--- src/rtl/hazard_scoreboard_pkg.sv ---
// Shared constants for the long-latency hazard scoreboard.
package hazard_scoreboard_pkg;
  // Register-index width for the 32-entry DeltaRV register file
  localparam int RIDX_W_DEF = 5;
  // Bit positions inside id_valid_reg (bit 0 marks rd and is not used here)
  localparam int VR_RS1 = 1;
  localparam int VR_RS2 = 2;
endpackage

--- src/rtl/pend_counter.sv ---
// Per-register count of in-flight long-latency writes.
module pend_counter #(
  parameter int CNT_W   = 3,
  parameter int MAX_CNT = 4
) (
  input  logic             clk,
  input  logic             rst_n,
  input  logic             inc,
  input  logic             dec,
  output logic [CNT_W-1:0] count,
  output logic             nz,
  output logic             is_last
);
  // Up/down count; a simultaneous inc and dec leaves the count unchanged
  always_ff @(posedge clk) begin
    if (!rst_n)
      count <= '0;
    else if (inc && !dec && count != CNT_W'(MAX_CNT))
      count <= count + 1'b1;
    else if (dec && !inc && count != '0)
      count <= count - 1'b1;
  end

  // Status flags used for hazard forwarding and completion qualification
  always_comb begin
    nz      = (count != '0);
    is_last = (count == CNT_W'(1));
  end
endmodule

--- src/rtl/hazard_scoreboard.sv ---
// Per-register scoreboard of outstanding long-latency writes; stalls ID on
// a read of an in-flight register or when the outstanding limit would be hit.
module hazard_scoreboard
  import hazard_scoreboard_pkg::*;
#(
  parameter int REG_COUNT      = 32,
  parameter int RIDX_W         = RIDX_W_DEF,
  parameter int MAX_PENDING    = 4,
  parameter int CNT_W          = 3,
  parameter bit FWD_STORE_DATA = 1'b1
) (
  input  logic              clk,
  input  logic              rst_n,
  input  logic              iss_valid,
  input  logic [RIDX_W-1:0] iss_rd,
  input  logic              cmp_valid,
  input  logic [RIDX_W-1:0] cmp_rd,
  input  logic [RIDX_W-1:0] id_rs1,
  input  logic [RIDX_W-1:0] id_rs2,
  input  logic [2:0]        id_valid_reg,
  input  logic              id_mem_write,
  input  logic              id_long_op,
  input  logic              flush,
  output logic              stall,
  output logic              full,
  output logic [CNT_W-1:0]  outstanding,
  output logic              err_underflow
);
  logic [REG_COUNT-1:0][CNT_W-1:0] pend;
  logic [REG_COUNT-1:0]            pend_nz, pend_last, busy;
  logic [CNT_W-1:0]                tot, tot_next;
  logic iss, iss_cnt, cmp, cmp_bad, hit1, hit2, full_next;
  logic unused_vr0;

  assign unused_vr0 = id_valid_reg[0];

  // Qualify issue/completion; an issue at the limit without a completion is
  // dropped from the counts but still counts as a same-cycle hazard
  always_comb begin
    iss      = iss_valid && !flush && (iss_rd != '0);
    cmp      = cmp_valid && (cmp_rd != '0) && pend_nz[cmp_rd];
    cmp_bad  = cmp_valid && (cmp_rd != '0) && !pend_nz[cmp_rd];
    iss_cnt  = iss && ((tot != CNT_W'(MAX_PENDING)) || cmp);
    tot_next = tot;
    if (iss_cnt && !cmp)      tot_next = tot + 1'b1;
    else if (cmp && !iss_cnt) tot_next = tot - 1'b1;
  end

  // x0 never has a write in flight
  assign pend[0]      = '0;
  assign pend_nz[0]   = 1'b0;
  assign pend_last[0] = 1'b0;
  assign busy[0]      = 1'b0;

  for (genvar r = 1; r < REG_COUNT; r++) begin : g_reg
    logic hit_iss, hit_cmp;
    assign hit_iss = (iss_rd == RIDX_W'(r));
    assign hit_cmp = (cmp_rd == RIDX_W'(r));

    pend_counter #(.CNT_W(CNT_W), .MAX_CNT(MAX_PENDING)) u_pend (
      .clk     (clk),
      .rst_n   (rst_n),
      .inc     (iss_cnt && hit_iss),
      .dec     (cmp && hit_cmp),
      .count   (pend[r]),
      .nz      (pend_nz[r]),
      .is_last (pend_last[r])
    );

    // Busy unless the last pending write completes now (forwarded)
    assign busy[r] = (pend_nz[r] && !(cmp && hit_cmp && pend_last[r])) ||
                     (iss && hit_iss);
  end

  // Total outstanding counter
  always_ff @(posedge clk) begin
    if (!rst_n) tot <= '0;
    else        tot <= tot_next;
  end

  // Sticky flag for completions that match no pending write
  always_ff @(posedge clk) begin
    if (!rst_n)       err_underflow <= 1'b0;
    else if (cmp_bad) err_underflow <= 1'b1;
  end

  // Hazard detection against the ID-stage sources
  always_comb begin
    hit1      = id_valid_reg[VR_RS1] && (id_rs1 != '0) && busy[id_rs1];
    hit2      = id_valid_reg[VR_RS2] && (id_rs2 != '0) && busy[id_rs2] &&
                !(FWD_STORE_DATA && id_mem_write);
    full_next = (tot_next == CNT_W'(MAX_PENDING));
    stall     = rst_n && (hit1 || hit2 || (id_long_op && full_next));
    full      = (tot == CNT_W'(MAX_PENDING));
    outstanding = tot;
  end
endmodule

--- config.mk ---
export PLATFORM = sky130hd
export DESIGN_NAME = hazard_scoreboard
export DESIGN_NICKNAME = d
export VERILOG_FILES = /design/src/rtl/hazard_scoreboard_pkg.sv /design/src/rtl/pend_counter.sv /design/src/rtl/hazard_scoreboard.sv
export SDC_FILE = /design/constraint.sdc
export NUM_CORES = 1
export LEC_CHECK = 0
export BUFFER_PORTS_ARGS = -buffer_cell sky130_fd_sc_hd__buf_4
export CAP_MARGIN = 40
export CORE_MARGIN = 1.5
export CORE_UTILIZATION = 45
export DETAILED_ROUTE_END_ITERATION = 8
export PLACE_DENSITY = 0.71
export SLEW_MARGIN = 20
export SYNTH_ARGS = -nofsm -noshare
export SYNTH_HDL_FRONTEND = slang
export SYNTH_SLANG_ARGS = --single-unit
--- constraint.sdc ---
create_clock -name clk -period 4.3 [get_ports clk]
set_input_delay 0.215 -clock clk [delete_from_list [all_inputs] [get_ports clk]]
set_output_delay 0.215 -clock clk [all_outputs]
set_load 0.005 [all_outputs]
==> reports/metrics.cfg, run 1 <==
[timing]
finalSetupViolations = 0
tightest_slew_ps = 824.3
slew_violations = 0
finalCritPeriodShare_pct = 96.17
hold_violations = 0
finalSetupTns_ps = 0
relSlewSlack_pct = 44.88
skew_ps = 10.11
rsz0062_at_grt = no
clock.fmax_mhz = 241.8
setup_ws_ps = 164.6
fin_crit_ps = 4135

[clocking]
htreeDepth = 3
cts_tree = done
clock_tree.root_cell = clkbuf_16
cts_sinks = 97
clock_latency_ps = 360
cts_hold_buf = 0
clock_path_buffers = 2
cts.clk_slew.worst_paths_ps = 70
cts_inserted_buffers = 9

[floorplanning]
num_rows = 52
pin_count = 36
core_area_mm2 = 0.02030
die-area_mm2 = 0.02160
dieHeight_um = 147.0
initial_core_util_pct = 45.95
die_w_um = 147.0

[routing]
wl_per_cell_um = 19.73
dr.pass1.iters = 6
ant_nets = 0
drtIter0Drc = 1189
drc_errors = 0
avgViaCountPerCell = 6.200
num_vias = 9182
wirelength_um = 29220

[setup_path]
cp_data_required_time_ps = 4090
crit_buf_inv = 2
critical-path-top-delay-family = compound AO/OA/AOI/OAI gates
path_cells = inv_1 > ha_1 > nor4b_1 > o311ai_0 > o311a_1 > nand3_2 > o21ai_2 > mux2i_1 > xnor2_1 > a31oi_1 > and3_1 > o41a_1 > buf_4
r2r-start = g_reg[21].u_pend.count[1]$_SDFFE_PN0P_
endpoint_kind = primary output
slowest_delay_ps = 490
worstSetupPathType = reg2out
path_max_fanout = 8
critPathLaunchType = flip-flop
setup.worst_path.start = g_reg[21].u_pend.count[1]$_SDFFE_PN0P_
cp_slowest_cell = o41a_1
arrival_ps = 3920

[layout]
nets = 1363
multi_input_area_mm2 = 0.006883
regArea_mm2 = 0.001942
syn_to_final_growth_pct = 10.17
diodes = 0
fin_util_pct = 50.62
final_cells = 1481
drive_above_1_share_pct = 10.65
nFillCells = 2036

[place]
gp_congestion = 0.9901
port_buffers = 34
dpl.hpwl_um = 22430
pre_cts_ws_ps = 406.1
dp.cells = 1461

[power_and_ir_drop]
power.density_mw_per_mm2 = 229.6
p_leak_nw = 3.888
peakVddDrop_mv = 0.1736
p_total_mw = 2.360

[yosys]
ys_async_sr_fraction_pct = 0
syn_area_mm2 = 0.009328
syn-num-nets = 1337
avgSynthCellArea_um2 = 7.905
ys_types = 95
ys_seq_area_share_pct = 20.82
ys_seq_elements = 97
yosys_warnings = 0
syn-instance-count = 1180
synth-edff-count = 0
synth_flop_cell = dfxtp_1

[global_routing]
grt_first_pass_wirelength_um = 46290
grt_max_degree = 45
grt_usage_pct = 27.06
grt_pass1_vias = 8583
overflow = 0
antenna_found_initial = 0

[status]
outcome = complete, no violations

[run]
maxCapViolCount = 0

[min_path]
hp-class = in2reg
hold_start = rst_n

flip-flops by register name (all words and copies together) (netlist names):
signal	cells
g.u_pend.count	93
outstanding	3
err_underflow	1
synthesized netlist by cell type, drive strengths merged (9+ instances only):
library cell  count  area [um2]
nor2            136       515.5
ha              127        1589
nand2           103       389.1
dfxtp            97        1942
inv              86       322.8
a21oi            56       284.0
o21ai            42       214.0
clkbuf           36       135.1
nor3             36       205.2
a31oi            27       168.9
nand3            27       157.7
a211oi           25       187.7
a22oi            24       180.2
xnor2            24       210.2
xor2             22       192.7
nor2b            20       125.1
a2111oi          19       286.5
and2             18       112.6
and3             17       106.4
mux2i            14       140.1
nand2b           12       75.07
a211o            11       96.34
a21boi           11       82.57
nand4            11       68.82
buf              10       63.81
a221oi            9       78.83
a311oi            9       85.08
o21a              9       67.56
worst register-to-register path, stage by stage (launching register included):
cell       delay [ps]
dfxtp_1           380
inv_1             100
ha_1              270
nor4b_1           170
o311ai_0          330
o311a_1           310
nand3_2           190
o211ai_2          730
nand2_1           420
a2111oi_2         510
a22o_1            250
xor2_1            140
and2_1            130
final cells by class:
class	instances	share of cell area, %
sequential	97	18.90
tap	270	3.287
timing repair buffer	61	4.651
clock buffer	11	2.265
inverter	86	3.141
clock inverter	5	0.7793
multi-input combinational	951	66.98
kinds of logic after synthesis:
family / after synthesis / synth area share (%)
flops: 97 / 20.82
buf+inv: 132 / 5.594
fa+ha+maj: 127 / 17.04
compound gates: 320 / 26.09
xor+xnor: 46 / 4.319
mux: 20 / 2.347
simple gates: 438 / 23.80
layout by cell type, fill, tap and decap left out, types with 18 or more instances in the layout:
cell | netlist | routed
dfxtp_1 | 97 | 97
xor2_1 | 22 | 22
nand3_1 | 24 | 24
ha_1 | 127 | 126
buf_4 | 1 | 60
nor2_1 | 134 | 134
o21ai_0 | 38 | 38
nor3_1 | 31 | 31
nand2_1 | 102 | 102
a211oi_1 | 25 | 25
and2_1 | 18 | 18
xnor2_1 | 24 | 24
a21oi_1 | 55 | 55
nor2b_1 | 20 | 20
a22oi_1 | 24 | 24
inv_1 | 85 | 85
a31oi_1 | 27 | 27
power by group:
group	leakage (nW)	switching, mW	internal (mW)
clock network	0.146	0.377	0.510
registers	0.783	0.0255	0.923
logic	2.96	0.333	0.191
stage by stage:
stage / hold WS [ps] / area [um2]
after floorplan: 448.6 / 9328
after global placement: 464.1 / 9894
after detailed placement: 466.5 / 9894
after CTS: 246.6 / 10220
after global routing: 256.0 / 10280
final: 256.2 / 10280
final timing paths:
kind,endpoint,slack [ps],cells after the start
max,stall,160,13
min,g_reg[18].u_pend.count[1]$_SDFFE_PN0P_,260,2
max reg2reg,g_reg[12].u_pend.count[2]$_SDFFE_PN0P_,330,12
min reg2reg,err_underflow$_SDFFE_PN0P_,470,2
layer usage:
layer	vias up	part of all wire (%)	wire (um)	global-route usage, %
li1	4339	-	-	-
met1	4266	42	12350	36.50
met2	473	44	12950	43.35
met3	104	9.6	2810	4.814
met4	0	3.8	1108	9.600
met5	-	0	0	0
repair_timing:
action,4_1_cts,5_1_grt
endpoints found under the setup margin,1,1
buffers inserted,1,2
resized for setup,1,5
gates cloned,0,0
Note: power is estimated with default switching activity, not from simulation.
==> run 2, diff against run 1 <==
- GPL_TIMING_DRIVEN: not set -> 0
- SETUP_SLACK_MARGIN: not set -> 0.3
==> reports/metrics.cfg, run 2 (synthesized netlist as in run 1, its figures left out) <==
[timing]
fin_crit_ps = 4096  ; -39.44 ps
slew_violations = 0  ; unchanged
clock.fmax_mhz = 244.1  ; +0.96%
holdWs_ps = 384.0  ; +127.8 ps
tightest_slew_ps = 935.9  ; +111.6 ps
rsz0062_at_grt = yes
finalSetupTns_ps = 0  ; unchanged
hold_violations = 0  ; unchanged
skew_ps = 10.18  ; +0.06710 ps
relSlewSlack_pct = 37.61  ; -7.3 points
finalSetupViolations = 0  ; unchanged
finalCritPeriodShare_pct = 95.26  ; -0.92 points

[power_and_ir_drop]
power.density_mw_per_mm2 = 220.9  ; -3.8%
clkPwrFrac_pct = 36.2  ; -1.4 points
peakVddDrop_mv = 0.1964  ; +13%
p_sw_share_pct = 32.90  ; +1.7 points
p_int_mw = 1.615  ; -0.57%
switchingPower_uw = 791.6  ; +7.6%
p_leak_nw = 4.101  ; +5.5%
combPwrFrac_pct = 24.4  ; +2.2 points
seq_power_share_pct = 39.4  ; -0.8 points

[floorplanning]
dieHeight_um = 147.0  ; unchanged
die_w_um = 147.0  ; unchanged
die-area_mm2 = 0.02160  ; unchanged
pin_count = 36  ; unchanged
num_rows = 52  ; unchanged
core_area_mm2 = 0.02030  ; unchanged
initial_core_util_pct = 45.95  ; unchanged

[setup_path]
cp_data_required_time_ps = 4090  ; about the same
critPathLaunchType = input port
path_max_fanout = 10  ; +2
worstSetupPathType = in2out
arrival_ps = 3880  ; -40 ps
endpoint_kind = primary output

[min_path]
hp-class = in2reg

[routing]
avgViaCountPerCell = 6.229  ; +0.48%
drtIter0Drc = 968  ; -19%
dr.pass1.iters = 6  ; unchanged
drc_errors = 0  ; unchanged
num_vias = 9562  ; +4.1%
ant_nets = 0  ; unchanged
wl_per_cell_um = 21.76  ; +10%
wirelength_um = 33410  ; +14%

[run]
maxCapViolCount = 0  ; unchanged

[clocking]
htreeDepth = 3  ; unchanged
clock_tree.root_cell = clkbuf_16
cts_tree = done
clock_latency_ps = 370  ; about the same
clock_path_buffers = 2  ; unchanged
cts_inserted_buffers = 9  ; unchanged
cts.clk_slew.worst_paths_ps = 70  ; about the same
cts_sinks = 97  ; unchanged

[layout]
syn_to_final_growth_pct = 16.79
largest_register_ffs = 93  ; unchanged
regMostFlops = g.u_pend.count
nets = 1417  ; +4.0%
final_cell_mix = nor2_1 (131), ha_1 (119), nand2_1 (102), dfxtp_1 (88), inv_1 (77)
layout_commonest_cell = nor2_1
drive_above_1_share_pct = 15.97  ; +5.3 points
diodes = 0  ; unchanged

[global_routing]
overflow = 0  ; unchanged
antenna_found_initial = 1  ; +1
grt_usage_pct = 30.24  ; +3.2 points
grt_first_pass_wirelength_um = 50170  ; +8.4%
grt_max_degree = 16  ; -64%
grt_pass1_vias = 8891  ; +3.6%

[place]
gp_congestion = 1.006  ; +1.6%
port_buffers = 27  ; -21%
dpl.hpwl_um = 25330  ; +13%

[status]
outcome = complete, no violations

[run 2: changes by cell type in the layout (fill, tap and decap cells not counted), sizes merged]
cell and delta:
clkinv +1, clkbuf +37, bufinv -1, clkinvlp -1, buf +18
[run 2: per-layer routing]
layer | up-vias | GRT usage [%] | share of wire [%]
li1 | 4450 | - | -
met1 | 4555 | 39.39 | 42
met2 | 452 | 48.61 | 45
met3 | 105 | 5.435 | 8.4
met4 | 0 | 13.95 | 4.8
met5 | - | 0 | 0
[run 2: power by group through the flow]
stage	Combinational, mW	Clock [mW]	Sequential [mW]
after floorplan	0.330	0	0.963
after global placement	0.505	0	0.968
after detailed placement	0.515	0	0.970
after CTS	0.539	0.886	0.949
after global routing	0.625	0.917	0.952
final	0.588	0.870	0.949
[run 2: area by class of cell]
class,instances,area (um2)
Fill cell,1949,9405
Multi-Input combinational cell,951,7209
Sequential cell,97,1958
Timing Repair Buffer,69,534.3
Inverter,86,337.8
Tap cell,270,337.8
Clock buffer,12,256.5
Buffer,46,209.0
Clock inverter,4,51.30
[run 2: final timing paths]
check,from,to,slack [ps],cells past startpoint
max,iss_rd[2],stall,200,12
max reg2reg,g_reg[7].u_pend.count[0]$_SDFFE_PN0P_,g_reg[8].u_pend.count[2]$_SDFFE_PN0P_,450,15
min,cmp_valid,err_underflow$_SDFFE_PN0P_,380,5
min reg2reg,err_underflow$_SDFFE_PN0P_,err_underflow$_SDFFE_PN0P_,480,2
[run 2: what timing repair did]
item	in CTS	in global routing
endpoints found under the setup margin	1	1
hold endpoints to repair	0	0
pin swaps	18	20
hold buffers	0	0
gates resized for setup	54	43
buffers inserted	14	25
[run 2: critical path, cell delays in order]
cell and delay (ps):
clkbuf_1 230, nor4_1 800, nor2_2 360, a2111oi_0 740
nand2_1 110, nor4_1 290, a211oi_2 80, o311ai_2 90
and4_1 260, a2111oi_2 60, o41a_1 490, buf_6 150
[run 2: per-stage QoR]
| step | power, mW | area (um2) | instances | worst slack, ps | utilization (%) |
|---|---|---|---|---|---|
| 2_1_floorplan | 1.293 | 9328 | 1180 | 1025 | - |
| 3_3_place_gp | 1.474 | 9868 | 1477 | 149.5 | 48.61 |
| 3_5_place_dp | 1.485 | 9906 | 1480 | 191.2 | 48.80 |
| 4_1_cts | 2.374 | 10490 | 1510 | 302.9 | 51.69 |
| 5_1_grt | 2.493 | 10890 | 1535 | 98.41 | 53.67 |
| 6_report | 2.406 | 10890 | 1535 | 204.0 | 53.67 |
